===== config.mk =====
export PLATFORM = sky130hd
export DESIGN_NAME = request_arbiter
export DESIGN_NICKNAME = d
export VERILOG_FILES = /design/src/rtl/request_arbiter.sv
export SDC_FILE = /design/constraint.sdc
export NUM_CORES = 1
export LEC_CHECK = 0
export CORE_AREA = 2 2 86 88
export CTS_CLUSTER_DIAMETER = 100
export DETAILED_ROUTE_END_ITERATION = 16
export DIE_AREA = 0 0 88 90
export PLACE_DENSITY_LB_ADDON = 0.2
export SKIP_LAST_GASP = 1
export SLEW_MARGIN = 20
export SYNTH_ARGS = -nofsm -noshare
export SYNTH_HDL_FRONTEND = slang
export SYNTH_SLANG_ARGS = --single-unit

===== constraint.sdc =====
create_clock -name clk -period 3 [get_ports clk]
set_input_delay 0.9 -clock clk [delete_from_list [all_inputs] [get_ports clk]]
set_output_delay 0.9 -clock clk [all_outputs]
set_load 0.05 [all_outputs]

===== src/rtl/request_arbiter.sv =====
// Four-requester round-robin arbiter in front of a single-outstanding shared resource.
// Each requester owns one slot; responses are routed back by ID, and a watchdog aborts a stalled transaction.
module request_arbiter #(
  parameter int NUM_REQ       = 4,
  parameter int ADDRESS_WIDTH = 8,
  parameter int ID_WIDTH      = 2,
  parameter int DATA_WIDTH    = 16,
  parameter int TIMEOUT       = 64
) (
  input  logic                             clk,
  input  logic                             reset,
  input  logic [NUM_REQ-1:0]               req_valid,
  input  logic [NUM_REQ*ADDRESS_WIDTH-1:0] req_address,
  output logic [NUM_REQ-1:0]               req_ready,
  output logic [NUM_REQ-1:0]               rsp_valid,
  output logic [DATA_WIDTH-1:0]            rsp_data,
  output logic [ADDRESS_WIDTH-1:0]         res_address,
  output logic [ID_WIDTH-1:0]              res_id,
  output logic                             res_valid,
  input  logic                             res_ready,
  input  logic [DATA_WIDTH-1:0]            res_data,
  input  logic [ID_WIDTH-1:0]              res_rsp_id,
  input  logic                             res_rsp_valid,
  output logic                             err
);

  localparam int WD_WIDTH = (TIMEOUT > 1) ? $clog2(TIMEOUT) : 1;
  localparam logic [WD_WIDTH-1:0] WD_LAST = WD_WIDTH'(TIMEOUT - 1);

  localparam logic [1:0] IDLE  = 2'd0;
  localparam logic [1:0] ISSUE = 2'd1;
  localparam logic [1:0] WAIT  = 2'd2;

  logic [1:0]               state;
  logic [NUM_REQ-1:0]       pending;
  logic [ADDRESS_WIDTH-1:0] addr [NUM_REQ];
  logic [ID_WIDTH-1:0]      rr_ptr;
  logic [WD_WIDTH-1:0]      watchdog;

  logic                     grant_found;
  logic [ID_WIDTH-1:0]      grant_idx;
  logic [ID_WIDTH-1:0]      cand;
  logic                     rsp_match;
  logic [NUM_REQ-1:0]       accept;
  logic [NUM_REQ-1:0]       done_mask;

  assign req_ready = ~pending;
  assign res_valid = (state == ISSUE);
  assign accept    = req_valid & ~pending;
  assign rsp_match = res_rsp_valid && (res_rsp_id == res_id);

  // Round-robin search begins one past the last granted requester.
  always_comb begin
    grant_found = 1'b0;
    grant_idx   = '0;
    cand        = '0;
    for (int unsigned k = 1; k <= NUM_REQ; k++) begin
      cand = ID_WIDTH'((32'(rr_ptr) + k) % NUM_REQ);
      if (!grant_found && pending[cand]) begin
        grant_found = 1'b1;
        grant_idx   = cand;
      end
    end
  end

  // Slot of the in-flight requester is released on delivery or on watchdog abort.
  always_comb begin
    done_mask = '0;
    if (state == WAIT && (rsp_match || watchdog == WD_LAST))
      done_mask[res_id] = 1'b1;
  end

  always_ff @(posedge clk) begin
    if (reset) begin
      state       <= IDLE;
      pending     <= '0;
      for (int unsigned i = 0; i < NUM_REQ; i++) addr[i] <= '0;
      rsp_valid   <= '0;
      rsp_data    <= '0;
      res_address <= '0;
      res_id      <= '0;
      rr_ptr      <= ID_WIDTH'(NUM_REQ - 1);
      watchdog    <= '0;
      err         <= 1'b0;
    end else begin
      rsp_valid <= '0;
      pending   <= (pending & ~done_mask) | accept;
      for (int unsigned i = 0; i < NUM_REQ; i++) begin
        if (accept[i]) addr[i] <= req_address[i*ADDRESS_WIDTH +: ADDRESS_WIDTH];
      end

      case (state)
        IDLE: begin
          if (res_rsp_valid) err <= 1'b1;
          if (res_ready && grant_found) begin
            res_address <= addr[grant_idx];
            res_id      <= grant_idx;
            rr_ptr      <= grant_idx;
            state       <= ISSUE;
          end
        end
        ISSUE: begin
          if (res_rsp_valid) err <= 1'b1;
          watchdog <= '0;
          state    <= WAIT;
        end
        WAIT: begin
          // A matching response wins over a same-cycle watchdog expiry.
          if (rsp_match) begin
            rsp_data          <= res_data;
            rsp_valid[res_id] <= 1'b1;
            watchdog          <= '0;
            state             <= IDLE;
          end else begin
            if (res_rsp_valid) err <= 1'b1;
            if (watchdog == WD_LAST) begin
              err      <= 1'b1;
              watchdog <= '0;
              state    <= IDLE;
            end else begin
              watchdog <= watchdog + WD_WIDTH'(1);
            end
          end
        end
        default: state <= IDLE;
      endcase
    end
  end

endmodule

==> impl_metrics.env, run 1 <==
export IMPL_status="complete, no violations"
export IMPL_timing_rr_start="state[0]"
export IMPL_htreeDepth=3
export IMPL_synth_most_common_cell="dfxtp_1"
export IMPL_hp_class="reg2reg"
export IMPL_clock_latency_ps=340
export IMPL_postCtsSetupBuffers=0
export IMPL_syn_area_mm2=0.00340
export IMPL_cts_tree="built"
export IMPL_syn_num_nets=367
export IMPL_synth_edff_count=32
export IMPL_syn_inst=304
export IMPL_vias_per_cell=5.02
export IMPL_crit_path_max_fanout=4
export IMPL_rsz0062_at_grt="false"
export IMPL_slew_limit_headroom=0.456
export IMPL_setup_viol=0
export IMPL_tns_ps=0
export IMPL_synth_flop_cell="dfxtp_1"
export IMPL_drt_wl_total_um=7270
export IMPL_p_leak_uw=0.00181
export IMPL_clk_path_buf_depth=2
export IMPL_postSynthAreaPerCell_um2=11.2
export IMPL_ir_worst_vdd_uv=319
export IMPL_cts_resized=0
export IMPL_period_minus_slack_ps=2650
export IMPL_drt_iter0_drc=106
export IMPL_row_count=31
export IMPL_crit_path_start_kind="register"
export IMPL_die_w_um=88
export IMPL_worst_ep_required_time_ps=2100
export IMPL_cts_hold_buf=0
export IMPL_arrival_ps=1750
export IMPL_yosys_warnings=0
export IMPL_nNetsFinal=461
export IMPL_io_pins=94
export IMPL_maxCapViolCount=0
export IMPL_drive_gt1_frac=0.0993
export IMPL_die_area_mm2=0.00792
export IMPL_diodes=0
export IMPL_core_mm2=0.00702
export IMPL_yosys_area_top_type="edfxtp_1"
export IMPL_die_h_um=90
export IMPL_synth_top_area_frac=0.283
export IMPL_cpPeakStageDelay_ps=810
export IMPL_post_route_util=0.654
export IMPL_synthTopCellsByCount="45 x dfxtp_1, 32 x and2_1, 32 x edfxtp_1"
export IMPL_grt_pass1_wl_um=12300
export IMPL_ant_nets=0
export IMPL_ys_seq_area_frac=0.548
export IMPL_drv_slew=0
export IMPL_crit_slowest_cell="clkdlybuf4s50_1"
export IMPL_drc=0
export IMPL_synth_cell_types=51
export IMPL_globalplace_congestion=0.777
export IMPL_synth_seq_cells=77
export IMPL_grt_max_degree=39
export IMPL_period_share=0.883
export IMPL_crit_type="reg2out"
export IMPL_wl_per_cell_um=14.5
export IMPL_io_buffers=93
export IMPL_end_kind="primary output"
export IMPL_clock_fmax_mhz=377
export IMPL_antenna_found_initial=0
export IMPL_startpoint="state[1]"
export IMPL_start_util=0.484
export IMPL_fin_skew_ps=16.4
export IMPL_cts_num_sinks=77
export IMPL_areaGrowthSynthToFinish_pct=35.1
export IMPL_worstMarginPinSlew_ps=816
export IMPL_holdCritStartpoint="res_address[4]"
export IMPL_crit_path_cell_trace="inv_1, ha_1, clkdlybuf4s50_1"
export IMPL_cts_buffers=9
export IMPL_grt_overflow_total=0
export IMPL_clk_pin_slew_ps=80
export IMPL_root_buffer="clkbuf_8"
export IMPL_vias=2521
export IMPL_p_per_area_mw_per_mm2=560
export IMPL_dp_hpwl_um=5270
export IMPL_synthTopCellsByArea="edfxtp_1 28%, dfxtp_1 27%, mux2i_1 8.0%"
export IMPL_dr_pass1_iters=5
export IMPL_synthArstFlopShare=0
export IMPL_grt_use_total=0.198
export IMPL_grt_pass1_vias=2647
export IMPL_hold_violations=0
[worst max-delay path, delay by kind of cell (launching register included)]
family,cells,cell delay [ps]
flops,1,350
fa+ha+maj,1,170
buf+inv,2,900
[cell usage in the layout (no fill, tap or decap), types with 5 or more instances in the layout]
master,synthesis,routed
clkdlybuf4s50_1,0,93
dfxtp_1,45,45
and2_1,32,32
edfxtp_1,32,32
nor2_1,31,31
mux2i_1,27,27
nand2_1,22,22
nand3_1,16,16
clkbuf_8,0,9
inv_1,7,7
a21oi_1,7,7
mux2_2,7,7
o211ai_2,7,7
nand2b_1,5,5
ha_1,5,5
[state kept, by name, summed over array words and instances (netlist names), 2 cells and up]
name,count
pending,4
res_address,8
watchdog,6
rsp_valid,4
res_id,2
addr,32
state,2
rr_ptr,2
rsp_data,16
[metrics by stage]
| step | setup slack, ps | instance area (um^2) | cells | total power (uW) | hold slack (ps) |
|---|---|---|---|---|---|
| 2_1_floorplan | 1090 | 3400 | 304 | 1610 | 463 |
| 3_3_place_gp | 351 | 4380 | 486 | 1780 | 454 |
| 3_5_place_dp | 339 | 4380 | 486 | 1790 | 458 |
| 4_1_cts | 336 | 4590 | 502 | 2590 | 479 |
| 5_1_grt | 250 | 4590 | 502 | 2690 | 511 |
| 6_report | 351 | 4590 | 502 | 2570 | 475 |
[layer usage]
layer,routed length (um),part of all wire,vias to the layer above,global-route usage
li1,-,-,1260,-
met1,3100,0.43,1185,0.246
met2,3600,0.49,66,0.324
met3,475,0.065,10,0.0680
met4,98,0.013,0,0.0551
met5,0,0,-,0
[report_power, final]
group	switching (uW)	internal, uW
logic	306	230
clock network	409	398
registers	54.6	1170
[logic make-up after synthesis]
kind of cell,after synthesis,share of synthesized area
muxes,34,0.103
and+or+nand+nor,122,0.184
xor gates and xnor gates,6,0.0155
AOI/OAI and AO/OA,39,0.0973
adders and majority gates,5,0.0184
buffers and inverters,21,0.0339
DFF,77,0.548
[cell type report]
type	instances	area (um^2)
fillers	591	2430
flip-flops and latches	77	1860
multi-input cells	206	1420
repair buffers	95	946
clock buffers	9	124
well taps	99	124
clock inverters	7	80.1
inverters	9	33.8
[final timing paths]
kind                                       end  slack, ps  cells past startpoint
worst max-delay path                 res_valid        350                      3
worst min-delay path            res_address[4]        470                      2
worst max register to register  res_address[6]        960                      6
worst min register to register  res_address[4]        470                      2
Power figures use the tool's default switching activity.
==> inputs of run 2 (changes only) <==
--- a/config.mk
+++ b/config.mk
@@ -5,13 +5,12 @@
 export SDC_FILE = /design/constraint.sdc
 export NUM_CORES = 1
 export LEC_CHECK = 0
-export CORE_AREA = 2 2 86 88
+export CORE_AREA = 2 2 89 91
 export CTS_CLUSTER_DIAMETER = 100
 export DETAILED_ROUTE_END_ITERATION = 16
-export DIE_AREA = 0 0 88 90
+export DIE_AREA = 0 0 91 93
 export PLACE_DENSITY_LB_ADDON = 0.2
 export SKIP_LAST_GASP = 1
-export SLEW_MARGIN = 20
 export SYNTH_ARGS = -nofsm -noshare
 export SYNTH_HDL_FRONTEND = slang
 export SYNTH_SLANG_ARGS = --single-unit
==> run 2 against run 1 <==
Compared with the run above: fmax grew 0.26%; utilization is 4.5 points lower; first-iteration DRC count shrank 8.5%; worst hold slack improved by 7.1 ps; register-to-register slack improved by 20 ps; count of clock-buffer cells in the layout did not move; non-clock buffer count increased by 2; combinational power about the same; cell count is 0.80% higher; final area down 0.14%; sequential power hardly changed; sequential cell count unchanged; critical endpoint unchanged; highest routed layer unchanged.
==> impl_metrics.env, run 2 (synthesis results as in run 1) <==
export IMPL_cts_buffers=9
export IMPL_grt_overflow_total=0
export IMPL_crit_path_start_kind="register"
export IMPL_nNetsFinal=463
export IMPL_grt_max_degree=22
export IMPL_antenna_found_initial=0
export IMPL_p_per_area_mw_per_mm2=543
export IMPL_cpPeakStageDelay_ps=810
export IMPL_clock_fmax_mhz=378
export IMPL_arrival_ps=1740
export IMPL_cts_hold_buf=0
export IMPL_final_cell_mix="93 x clkdlybuf4s50_1, 45 x dfxtp_1, 32 x and2_1, 32 x edfxtp_1, 31 x nor2_1"
export IMPL_switching_share=0.287
export IMPL_period_share=0.881
export IMPL_ir_worst_vdd_uv=290
export IMPL_whs_path_depth=2
export IMPL_p_leak_uw=0.00181
export IMPL_post_route_util=0.609
export IMPL_areaGrowthSynthToFinish_pct=34.9
export IMPL_diodes=0
export IMPL_cts_tree="built"
export IMPL_drt_wl_total_um=7220
export IMPL_die_area_mm2=0.00846
export IMPL_grt_use_total=0.176
export IMPL_p_clk_frac=0.291
export IMPL_io_buffers=93
export IMPL_maxCapViolCount=0
export IMPL_reg2reg_depth=5
export IMPL_ant_nets=0
export IMPL_switchingPower_uw=716
export IMPL_comb_power_share=0.216
export IMPL_setup_viol=0
export IMPL_cts_resized=0
export IMPL_slew_limit_headroom=0.454
export IMPL_hp_class="reg2reg"
export IMPL_root_buffer="clkbuf_8"
export IMPL_row_count=32
export IMPL_grt_pass1_wl_um=11700
export IMPL_top_register="addr"
export IMPL_holdCritStartpoint="res_address[7]"
export IMPL_drc=0
export IMPL_crit_path_max_fanout=4
export IMPL_tns_ps=0
export IMPL_top_regs="addr: 32 flops, rsp_data: 16 flops, res_address: 8 flops"
export IMPL_dr_pass1_iters=4
export IMPL_final_common_cell="clkdlybuf4s50_1"
export IMPL_crit_type="reg2out"
export IMPL_io_pins=94
export IMPL_drt_iter0_drc=97
export IMPL_dp_hpwl_um=5420
export IMPL_clock_latency_ps=340
export IMPL_clk_pin_slew_ps=70
export IMPL_htreeDepth=3
export IMPL_cell_internal_pwr_uw=1770
export IMPL_r2r_setup_slack_ps=980
export IMPL_die_w_um=91
export IMPL_worstMarginPinSlew_ps=819
export IMPL_worstReg2RegEnd="res_address[4]"
export IMPL_period_minus_slack_ps=2640
export IMPL_crit_slowest_cell="clkdlybuf4s50_1"
export IMPL_worst_ep_required_time_ps=2100
export IMPL_vias_per_cell=4.98
export IMPL_power_frac_seq=0.493
export IMPL_power_uw=2490
export IMPL_rsz0062_at_grt="false"
export IMPL_status="complete, no violations"
export IMPL_largest_reg_flops=32
export IMPL_core_mm2=0.00753
export IMPL_postCtsSetupBuffers=0
export IMPL_hold_violations=0
export IMPL_vias=2521
export IMPL_grt_pass1_vias=2470
export IMPL_end_kind="primary output"
export IMPL_min_to="res_address[7]"
export IMPL_globalplace_congestion=0.795
export IMPL_cts_num_sinks=77
export IMPL_timing_rr_start="pending[3]"
export IMPL_crit_path_cell_trace="inv_1, ha_1, clkdlybuf4s50_1"
export IMPL_clk_path_buf_depth=2
export IMPL_drive_gt1_frac=0.0965
export IMPL_wl_per_cell_um=14.3
export IMPL_start_util=0.451
export IMPL_fin_skew_ps=8.10
export IMPL_die_h_um=93
export IMPL_drv_slew=0
run 2: cell count changes in the layout (fill, tap and decap cells not counted):
cell	before	now
inv_6	3	0
buf_4	2	4
clkinv_1	1	3
clkinv_2	1	2
inv_8	1	0
run 2: metrics by stage:
| step | cell area, um^2 | setup WS, ps | hold WS (ps) | cells |
|---|---|---|---|---|
| final | 4580 | 358 | 482 | 506 |
| after CTS | 4580 | 335 | 480 | 506 |
| after floorplan | 3400 | 1090 | 463 | 304 |
| after global placement | 4400 | 356 | 453 | 491 |
| after detailed placement | 4400 | 265 | 464 | 491 |
| after global routing | 4580 | 286 | 516 | 506 |
run 2: worst max-delay path by stage:
| stage | end | slack, ps | from | depth (start not counted) |
|---|---|---|---|---|
| after global routing | res_valid | 290 | state[1] | 3 |
| final | res_valid | 360 | state[1] | 3 |
| after floorplan | pending[0] | 1090 | res_rsp_id[0] | 5 |
| after CTS | res_valid | 330 | state[1] | 3 |
| after global placement | res_address[6] | 360 | reset | 4 |
| after detailed placement | res_address[6] | 270 | reset | 4 |
run 2: metal layers:
metal	vias up	GRT usage	routed length [um]
met4	0	0.0606	74
met1	1182	0.209	3090
met5	-	0	0
met3	8	0.0540	486
li1	1264	-	-
met2	67	0.303	3570
run 2: power groups by stage:
stage / Sequential (uW) / Combinational (uW) / Clock, uW
after floorplan: 1300 / 305 / 0
after global placement: 1250 / 532 / 0
after detailed placement: 1250 / 541 / 0
after CTS: 1230 / 543 / 736
after global routing: 1240 / 578 / 780
final: 1230 / 538 / 725
run 2: cell type report:
type,count,area [um^2]
clock inverters,6,55.1
multi-input cells,206,1420
well taps,102,128
flip-flops and latches,77,1860
inverters,9,33.8
repair buffers,97,961
fillers,674,2950
clock buffers,9,124
run 2: worst max-delay path: cells and delay by family (launching register included):
family                   cells  cell delay [ps]
buffers and inverters        2              900
flip-flops                   1              340
adder cells (fa/ha/maj)      1              160
==> RTL change, RTL diff (settings of run 2) <==
Change the parameter `ADDRESS_WIDTH` from 8 to 9.
--- a/src/rtl/request_arbiter.sv
+++ b/src/rtl/request_arbiter.sv
@@ -4,3 +4,3 @@
   parameter int NUM_REQ       = 4,
-  parameter int ADDRESS_WIDTH = 8,
+  parameter int ADDRESS_WIDTH = 9,
   parameter int ID_WIDTH      = 2,
Ports: changed (resized req_address and res_address); port bits go from 94 to 99. No check against the original RTL was run, so the function may have changed too.
==> RTL change against run 2 <==
- final area up 3.9%
- sequential cell count grew 5
- via count grew 2.3%
- synthesized area grew 3.5%
- largest power group unchanged
- non-clock buffer count up 5
- clock power rose by 0.6%
- clock skew is 0.0014 ns higher
- power rose by 5.3%
- worst hold slack got worse by 0.024 ns
- final cell count grew 2.4%
- global-route usage is 1.0 points higher
- critical path type unchanged
- wire length grew 5.9%
- count of clock-buffer cells in the layout did not move
- worst setup slack lost 0.032 ns
==> RTL change: results <==
{
  "power.leakage_nw": 1.879,
  "drt_iter0_markers": 88,
  "synthTopCellsByCount": "dfxtp_1 (46), and2_1 (36), edfxtp_1 (36), mux2i_1 (35), nor2_1 (31)",
  "clk_latency_ns": 0.36,
  "muxShareOfSynthArea_pct": 12.85,
  "dpl-instance-area_mm2": 0.004581,
  "yosysSeqAreaShare_pct": 56.96,
  "synth_cell_types": 40,
  "tightest_slew_ns": 1.135,
  "drive_above_1_share_pct": 7.452,
  "grt_pass1_vias": 2538,
  "nNetsFinal": 478,
  "synth_edf_count": 36,
  "syn_inst": 310,
  "grt_pass1_wl_um": 12210,
  "hp-class": "reg2reg",
  "hpwl_um": 5599,
  "grt_usage_pct": 18.62,
  "yosys.area_share.xor_xnor_pct": 1.495,
  "syn_nets": 377,
  "first_pass_iters": 4,
  "synth-main-ff-cell": "dfxtp_1",
  "ys_top_cells_by_area": "edfxtp_1 (31%), dfxtp_1 (26%), mux2i_1 (10%)",
  "post-place-ws_ns": 0.5357,
  "drt_wl_total_um": 7651,
  "place_congestion": 0.7634,
  "async_flop_share_pct": 0,
  "fin_skew_ns": 0.009504,
  "status": "complete, no violations",
  "crit_path_max_incr_delay_ns": 0.82,
  "grt_start_max_net_pins": 31,
  "vdd_drop_max_mv": 0.3082,
  "root_buffer": "clkbuf_8",
  "placedCellCount": 502,
  "synth_fa_ha_area_share_pct": 1.780,
  "vias": 2578,
  "port_buffers": 98,
  "top_regs": "addr (36), rsp_data (16), res_address (9)",
  "fin_cells": 518,
  "clk_pin_slew_ns": 0.09,
  "cp_data_arrival_time_ns": 1.77,
  "synth_compound_area_share_pct": 7.191,
  "cts_buffers": 9,
  "fillers": 631
}
==> RTL change: path summary, 6_finish.rpt <==
check | depth (start not counted) | startpoint | slack (ns) | end
setup reg to reg | 5 | pending[3] | 0.67 | res_address[2]
hold reg to reg | 2 | res_address[5] | 0.46 | res_address[5]
hold / removal | 2 | res_address[5] | 0.46 | res_address[5]
setup / recovery | 2 | state[0] | 0.33 | res_valid
==> RTL change: per-stage QoR <==
| step | power [mW] | utilization, % |
|---|---|---|
| after floorplan | 1.721 | - |
| after global placement | 1.912 | 60.85 |
| after detailed placement | 1.921 | 60.85 |
| after CTS | 2.646 | 63.21 |
| after global routing | 2.742 | 63.21 |
| final | 2.621 | 63.21 |
==> RTL change: layer usage <==
metal / wire [um] / vias up / track usage, %
met1: 3226 / 1196 / 22.21
met3: 600 / 10 / 7.977
met2: 3740 / 83 / 30.86
met4: 83 / 0 / 5.303
li1: - / 1289 / -
met5: 0 / - / 0
==> RTL change: report_power, final <==
group | internal [mW] | total (mW) | switching, mW
Combinational | 0.267 | 0.586 | 0.319
Sequential | 1.25 | 1.31 | 0.0541
Clock | 0.308 | 0.729 | 0.421
==> RTL change: cell families (layout without fill, tap and decap cells) <==
kind of cell / after synthesis / count (layout)
AO/OA/AOI/OAI: 38 / 38
flip-flops: 82 / 82
buffers and inverters: 21 / 127
AND/OR/NAND/NOR: 114 / 114
multiplexers: 44 / 44
XOR/XNOR: 6 / 6
adder cells (fa/ha/maj): 5 / 5
==> RTL change: worst max-delay path: cells and delay by family, from the launching register on <==
| family | cells | cell delay, ns |
|---|---|---|
| flops | 1 | 0.41 |
| fa+ha+maj | 1 | 0.20 |
| buf+inv | 1 | 0.82 |
==> RTL change: layout make-up <==
type	count	area, um2	area share, %
Sequential cell	82	2002	42.07
Inverter	9	33.78	0.7100
Multi-Input combinational cell	207	1406	29.56
Clock inverter	7	53.80	1.131
Timing Repair Buffer	102	1011	21.25
Clock buffer	9	123.9	2.603
Tap cell	102	127.6	2.682
